`config.mk`:
```
export PLATFORM = sky130hd
export DESIGN_NAME = i2s_tx_frame_ctrl_flat
export DESIGN_NICKNAME = d
export VERILOG_FILES = /design/src/rtl/i2s_tx_frame_ctrl_if.sv /design/src/rtl/i2s_tx_frame_ctrl.sv /design/src/flat_wrapper.sv
export SDC_FILE = /design/constraint.sdc
export NUM_CORES = 1
export LEC_CHECK = 0
export ABC_CLOCK_PERIOD_IN_PS = 1600
export CORE_MARGIN = 4
export CORE_UTILIZATION = 54
export DETAILED_ROUTE_END_ITERATION = 12
export DONT_BUFFER_PORTS = 1
export GPL_ROUTABILITY_DRIVEN = 0
export GPL_TIMING_DRIVEN = 0
export PLACE_DENSITY = 0.72
export SLEW_MARGIN = 20
export SYNTH_ARGS = -nofsm -noshare
export SYNTH_HDL_FRONTEND = slang
export SYNTH_SLANG_ARGS = --single-unit
```
`constraint.sdc`:
```
create_clock -name sclk -period 1.6 [get_ports sclk]
set_input_delay 0.16 -clock sclk [delete_from_list [all_inputs] [get_ports sclk]]
set_output_delay 0.16 -clock sclk [all_outputs]
set_load 0.01 [all_outputs]
```
`src/rtl/i2s_tx_frame_ctrl_if.sv`:
```
// Stereo sample stream from the upstream producer into the I2S transmit frame controller.
// The master drives valid and the left/right data; the slave answers with ready.
interface i2s_tx_frame_ctrl_if #(
  parameter int DATA_RES = 24
);
  logic                s_valid;
  logic                s_ready;
  logic [DATA_RES-1:0] s_ldata;
  logic [DATA_RES-1:0] s_rdata;

  modport master (
    output s_valid,
    output s_ldata,
    output s_rdata,
    input  s_ready
  );

  modport slave (
    input  s_valid,
    input  s_ldata,
    input  s_rdata,
    output s_ready
  );
endinterface

```
`src/rtl/i2s_tx_frame_ctrl.sv`:
```
// I2S transmit frame sequencer: generates lrclk, stages one pending stereo pair and
// presents a stable left/right word pair to the serializer for each full frame.
module i2s_tx_frame_ctrl #(
  parameter int DATA_RES      = 24,
  parameter int SLOT_BITS     = 32,
  parameter int UNDERRUN_MODE = 0
) (
  input  logic                sclk,
  input  logic                reset,
  input  logic                en,
  i2s_tx_frame_ctrl_if.slave  s_if,
  output logic                o_lrclk,
  output logic [DATA_RES-1:0] o_ldin,
  output logic [DATA_RES-1:0] o_rdin,
  output logic                o_valid,
  output logic                o_frame_start,
  output logic                o_underrun,
  output logic [15:0]         o_underrun_cnt
);

  localparam int CNT_W = $clog2(2 * SLOT_BITS);
  localparam logic [CNT_W-1:0] LAST_CNT = CNT_W'(2 * SLOT_BITS - 1);
  localparam logic [CNT_W-1:0] SLOT_CNT = CNT_W'(SLOT_BITS);

  typedef enum logic [1:0] {
    IDLE  = 2'd0,
    PRIME = 2'd1,
    RUN   = 2'd2
  } state_t;

  state_t              state_q, state_d;
  logic [CNT_W-1:0]    bit_cnt_q, bit_cnt_d;
  logic                pend_full_q, pend_full_d;
  logic [DATA_RES-1:0] pend_l_q, pend_l_d;
  logic [DATA_RES-1:0] pend_r_q, pend_r_d;
  logic                lrclk_q, lrclk_d;
  logic [DATA_RES-1:0] ldin_q, ldin_d;
  logic [DATA_RES-1:0] rdin_q, rdin_d;
  logic                valid_q, valid_d;
  logic                frame_start_q, frame_start_d;
  logic                underrun_q, underrun_d;
  logic [15:0]         underrun_cnt_q, underrun_cnt_d;

  logic boundary;
  logic load;
  logic ready;
  logic accept;

  always_comb begin
    state_d        = state_q;
    bit_cnt_d      = bit_cnt_q;
    lrclk_d        = lrclk_q;
    ldin_d         = ldin_q;
    rdin_d         = rdin_q;
    valid_d        = valid_q;
    frame_start_d  = 1'b0;
    underrun_d     = 1'b0;
    underrun_cnt_d = underrun_cnt_q;
    load           = 1'b0;
    ready          = 1'b0;
    boundary       = (state_q == RUN) && (bit_cnt_q == LAST_CNT);

    case (state_q)
      IDLE: begin
        valid_d   = 1'b0;
        lrclk_d   = 1'b0;
        bit_cnt_d = '0;
        if (en) begin
          state_d = PRIME;
        end
      end

      PRIME: begin
        ready = !pend_full_q;
        if (!en) begin
          state_d = IDLE;
        end else if (pend_full_q) begin
          load          = 1'b1;
          bit_cnt_d     = '0;
          lrclk_d       = 1'b0;
          valid_d       = 1'b1;
          frame_start_d = 1'b1;
          state_d       = RUN;
        end
      end

      RUN: begin
        // The buffer may take a new pair on the very edge it hands its current pair out.
        ready     = !pend_full_q || (boundary && en);
        bit_cnt_d = boundary ? '0 : bit_cnt_q + 1'b1;
        lrclk_d   = (bit_cnt_d >= SLOT_CNT);
        if (boundary) begin
          if (!en) begin
            state_d = IDLE;
            valid_d = 1'b0;
            lrclk_d = 1'b0;
            ldin_d  = '0;
            rdin_d  = '0;
          end else begin
            frame_start_d = 1'b1;
            if (pend_full_q) begin
              load = 1'b1;
            end else begin
              underrun_d = 1'b1;
              if (underrun_cnt_q != 16'hFFFF) begin
                underrun_cnt_d = underrun_cnt_q + 16'd1;
              end
              if (UNDERRUN_MODE == 0) begin
                ldin_d = '0;
                rdin_d = '0;
              end
            end
          end
        end
      end

      default: begin
        state_d = IDLE;
      end
    endcase

    if (load) begin
      ldin_d = pend_l_q;
      rdin_d = pend_r_q;
    end

    accept = s_if.s_valid && ready;

    // A transfer wins over a load so a same-edge hand-off keeps the buffer full.
    pend_l_d = pend_l_q;
    pend_r_d = pend_r_q;
    if (accept) begin
      pend_full_d = 1'b1;
      pend_l_d    = s_if.s_ldata;
      pend_r_d    = s_if.s_rdata;
    end else if (load) begin
      pend_full_d = 1'b0;
    end else begin
      pend_full_d = pend_full_q;
    end
  end

  always_ff @(posedge sclk) begin
    if (reset) begin
      state_q        <= IDLE;
      bit_cnt_q      <= '0;
      pend_full_q    <= 1'b0;
      pend_l_q       <= '0;
      pend_r_q       <= '0;
      lrclk_q        <= 1'b0;
      ldin_q         <= '0;
      rdin_q         <= '0;
      valid_q        <= 1'b0;
      frame_start_q  <= 1'b0;
      underrun_q     <= 1'b0;
      underrun_cnt_q <= '0;
    end else begin
      state_q        <= state_d;
      bit_cnt_q      <= bit_cnt_d;
      pend_full_q    <= pend_full_d;
      pend_l_q       <= pend_l_d;
      pend_r_q       <= pend_r_d;
      lrclk_q        <= lrclk_d;
      ldin_q         <= ldin_d;
      rdin_q         <= rdin_d;
      valid_q        <= valid_d;
      frame_start_q  <= frame_start_d;
      underrun_q     <= underrun_d;
      underrun_cnt_q <= underrun_cnt_d;
    end
  end

  assign s_if.s_ready   = ready;
  assign o_lrclk        = lrclk_q;
  assign o_ldin         = ldin_q;
  assign o_rdin         = rdin_q;
  assign o_valid        = valid_q;
  assign o_frame_start  = frame_start_q;
  assign o_underrun     = underrun_q;
  assign o_underrun_cnt = underrun_cnt_q;

endmodule

```
`src/flat_wrapper.sv`:
```
// flat-port wrapper written by rule: the top's interface ports become plain ports
module i2s_tx_frame_ctrl_flat 
#(
  parameter int DATA_RES      = 24,
  parameter int SLOT_BITS     = 32,
  parameter int UNDERRUN_MODE = 0
)
  (sclk, reset, en, o_lrclk, o_ldin, o_rdin, o_valid, o_frame_start, o_underrun, o_underrun_cnt, s_if_s_valid, s_if_s_ldata, s_if_s_rdata, s_if_s_ready);
  i2s_tx_frame_ctrl_if #(.DATA_RES(DATA_RES)) s_if_i ();
  input  logic sclk;
  input  logic reset;
  input  logic en;
  output logic o_lrclk;
  output logic [DATA_RES-1:0] o_ldin;
  output logic [DATA_RES-1:0] o_rdin;
  output logic o_valid;
  output logic o_frame_start;
  output logic o_underrun;
  output logic [15:0] o_underrun_cnt;
  input wire logic [$bits(s_if_i.s_valid)-1:0] s_if_s_valid;
  input wire logic [$bits(s_if_i.s_ldata)-1:0] s_if_s_ldata;
  input wire logic [$bits(s_if_i.s_rdata)-1:0] s_if_s_rdata;
  output wire logic [$bits(s_if_i.s_ready)-1:0] s_if_s_ready;
  assign s_if_i.s_valid = s_if_s_valid;
  assign s_if_i.s_ldata = s_if_s_ldata;
  assign s_if_i.s_rdata = s_if_s_rdata;
  assign s_if_s_ready = s_if_i.s_ready;
  i2s_tx_frame_ctrl #(.DATA_RES(DATA_RES), .SLOT_BITS(SLOT_BITS), .UNDERRUN_MODE(UNDERRUN_MODE)) u_core (.sclk(sclk), .reset(reset), .en(en), .s_if(s_if_i), .o_lrclk(o_lrclk), .o_ldin(o_ldin), .o_rdin(o_rdin), .o_valid(o_valid), .o_frame_start(o_frame_start), .o_underrun(o_underrun), .o_underrun_cnt(o_underrun_cnt));
endmodule
```
==> out/summary.txt <==
Worst Hold Path Cells - 4
I/O Pins - 121
Most frequent cell after synthesis - dfxtp_1
All-Layer GR Usage - 27.3%
H-tree levels - 4
First-pass GRT wire length - 21.4 mm
Reg2Reg Launch Point - u_core.bit_cnt_q[0]
Reg2reg end - u_core.o_rdin[10]
Commonest cells post-synth - dfxtp_1, nand2_1, a21oi_1, a22o_1, nor2_1
Switching Power - 1.93 mW
Initial antenna violation count - 0
Routed wire per std cell - 24.2 um
Outcome - finished with violations
Cell Area, Synth - 0.00463 mm^2
Proportion of power drawn by combinational gates - 8.5%
Setup Viol. Count Final - 118
Overall die area - 0.0101 mm^2
Fin nets - 666
CTS root buf - clkbuf_8
Clock Latency Late Sink - 0.53 ns
# Max-Cap Violations - 0
TritonCTS Sinks - 125
GRT Residual Overflow - 0
Number of synthesized flops with an enable pin - 0
Number of buffers added on ports - 0
Max_slew headroom - 44.3%
Non-filler cells, final - 725
Detail Placement HPWL - 7.61 mm
Top FF cell, synth - dfxtp_1
Post-synth top area cell - dfxtp_1
Die width - 101 um
Routed vias - 4508
CTS tree - done
Fraction of layout cells with a size suffix above 1 - 41.5%
Seq cells post-synth - 125
Hold_sp - en
R2r setup slk - -0.34 ns
Cell-internal power - 5.85 mW
Synth top area cells - dfxtp_1, nand2_1, a22o_1
Dpl cells - 601
HP Class - in -> reg
Initial drt markers - 320
Worst Tran Pin Value - 0.836 ns
Fmax - 0.517 GHz
Filler instances - 338
WL final - 17.6 mm
Slew Viols, Final - 0
Layout Skew - 0.00940 ns
Number of global-route vias before repair - 4337
Register area share after synthesis - 54.0%
Residual DRC count - 0
Failing checks - setup timing
DIE HEIGHT - 101 um
Synthesis Warnings - 0
Final WS setup - -0.335 ns
Row cnt - 33
Clock Path Buffers - 2
TritonCTS buffer count - 17
Via/cell ratio - 6.22
Syn_area_per_cell - 9.34 um^2
Fin Hold WS - 0.0147 ns
Asr flop ratio synth - 0%
Switching part of the total - 24.8%
Yosys top cell area share - 54.0%
Critical path endpoint category - flop
Clk pin slew, worst setup/hold paths - 0.06 ns
Flop pwr share - 40.8%
Area Growth Syn to Fin - 57.5%
Cell variety after synth - 43
Final period util - 121%
PD cells - 1070 mW/mm^2
Clock Power Share - 50.7%
Static Leak - 2.84 nW
Crit path DAT - 2.39 ns
Pre-CTS WS - -0.505 ns
Final hold violation count - 0
Kind of critical path - reg -> reg
Antenna viol nets, final - 0
Syn_nets - 554
Setup repair after global routing missed its margin - true
Cell count after synthesis - 496
Worst Hold Path EP - u_core.o_valid
Antenna cells - 0
Req. time, crit path - 2.06 ns
Pin count of the biggest net entering global routing - 17
Critical path peak fanout - 7
Final min period - 1.94 ns
DR pass1 iterations - 5
Core Area - 0.00830 mm^2
VDD IR max - 946 uV
CP Launch Type - flop
Initial Util - 55.8%
R2R depth - 8
-- cell families after synthesis --
| kind of cell | count (synthesis) | synth area share [%] |
|---|---|---|
| flops | 125 | 54.0 |
| mux | 2 | 0.432 |
| xor+xnor | 14 | 2.65 |
| buf+inv | 35 | 4.40 |
| simple gates | 193 | 19.6 |
| fa+ha+maj | 6 | 1.62 |
| compound gates | 121 | 17.3 |
-- worst max-delay path: stages, from the launching register on --
cell and delay (ns):
dfxtp_4 0.37, ha_4 0.14, nand3_4 0.14, nor3_4 0.27
nor2_4 0.07, nor4b_4 0.35, buf_6 0.24, buf_8 0.14
a22o_1 0.15
-- sequential cells by signal, indices dropped and copies added, names as in the netlist, 2 cells and up --
name,flops
u_core.o_underrun_cnt,16
u_core.state_q,2
u_core.pend_r_q,24
u_core.bit_cnt_q,6
u_core.pend_l_q,24
u_core.o_rdin,24
u_core.o_ldin,24
-- final cells by class --
cell class / count / area, um^2 / area share, %
clock inverters: 14 / 183 / 2.50
multi-input cells: 336 / 2660 / 36.4
clock buffers: 17 / 414 / 5.68
plain buffers: 30 / 345 / 4.73
well taps: 105 / 131 / 1.80
inverters: 4 / 20.0 / 0.274
repair buffers: 94 / 996 / 13.7
flip-flops and latches: 125 / 2550 / 35.0
-- how the worst max path moves through the flow --
stage                   startpoint  depth (start not counted)  slack, ns                   endpoint
6_report       u_core.bit_cnt_q[0]                          8      -0.34          u_core.o_rdin[10]
3_5_place_dp     u_core.state_q[0]                          7      -0.51           u_core.o_rdin[8]
4_1_cts        u_core.bit_cnt_q[0]                          7      -0.27  u_core.o_underrun_cnt[15]
3_3_place_gp   u_core.bit_cnt_q[0]                          8      -0.46           u_core.o_rdin[8]
2_1_floorplan    u_core.state_q[0]                          7      -0.11          u_core.o_rdin[10]
5_1_grt        u_core.bit_cnt_q[5]                          7      -0.40          u_core.o_rdin[11]
-- power by group through the flow --
stage               Combinational (mW)  Sequential [mW]  Clock, mW
floorplan                        0.204             3.24          0
global placement                 0.259             3.24          0
CTS                              0.502             3.18       3.90
global route                     0.690             3.18       4.08
detailed placement               0.265             3.25          0
finish                           0.661             3.18       3.94
-- stage by stage --
stage	power, mW	util [%]	cell area (um^2)	TNS [ns]
after detailed placement	3.51	59.2	4910	-34.97
after floorplan	3.44	-	4780	-3.61
after CTS	7.58	79.9	6630	-20.47
final	7.78	87.9	7290	-27.62
after global placement	3.50	59.2	4910	-30.93
after global routing	7.94	87.9	7290	-36.15
-- timing repair --
action                     CTS  global route
gates resized for setup     96           160
hold buffers                50             0
hold endpoints to repair    50             0
setup buffers               27            10
gates cloned                 6             2
pin swaps                   71            69
setup endpoints to repair  120           122
-- layer usage --
metal  track usage (%)  vias to the layer above  part of all wire (%)
met5                 0                        -                     0
met4              13.2                        0                   4.1
met3              8.30                       68                   7.3
met2              48.3                      251                    53
met1              29.5                     2225                    36
li1                  -                     1964                     -
-- cell usage in the layout, fill, tap and decap left out, drive strengths merged, types with 11 or more instances in the layout --
master         n
dfxtp        125
nand2        112
buf           62
a21oi         59
dlygate4sd3   50
a22o          48
nor2          32
clkbuf        28
nand3         13
xor2          11
Power figures use the tool's default switching activity.
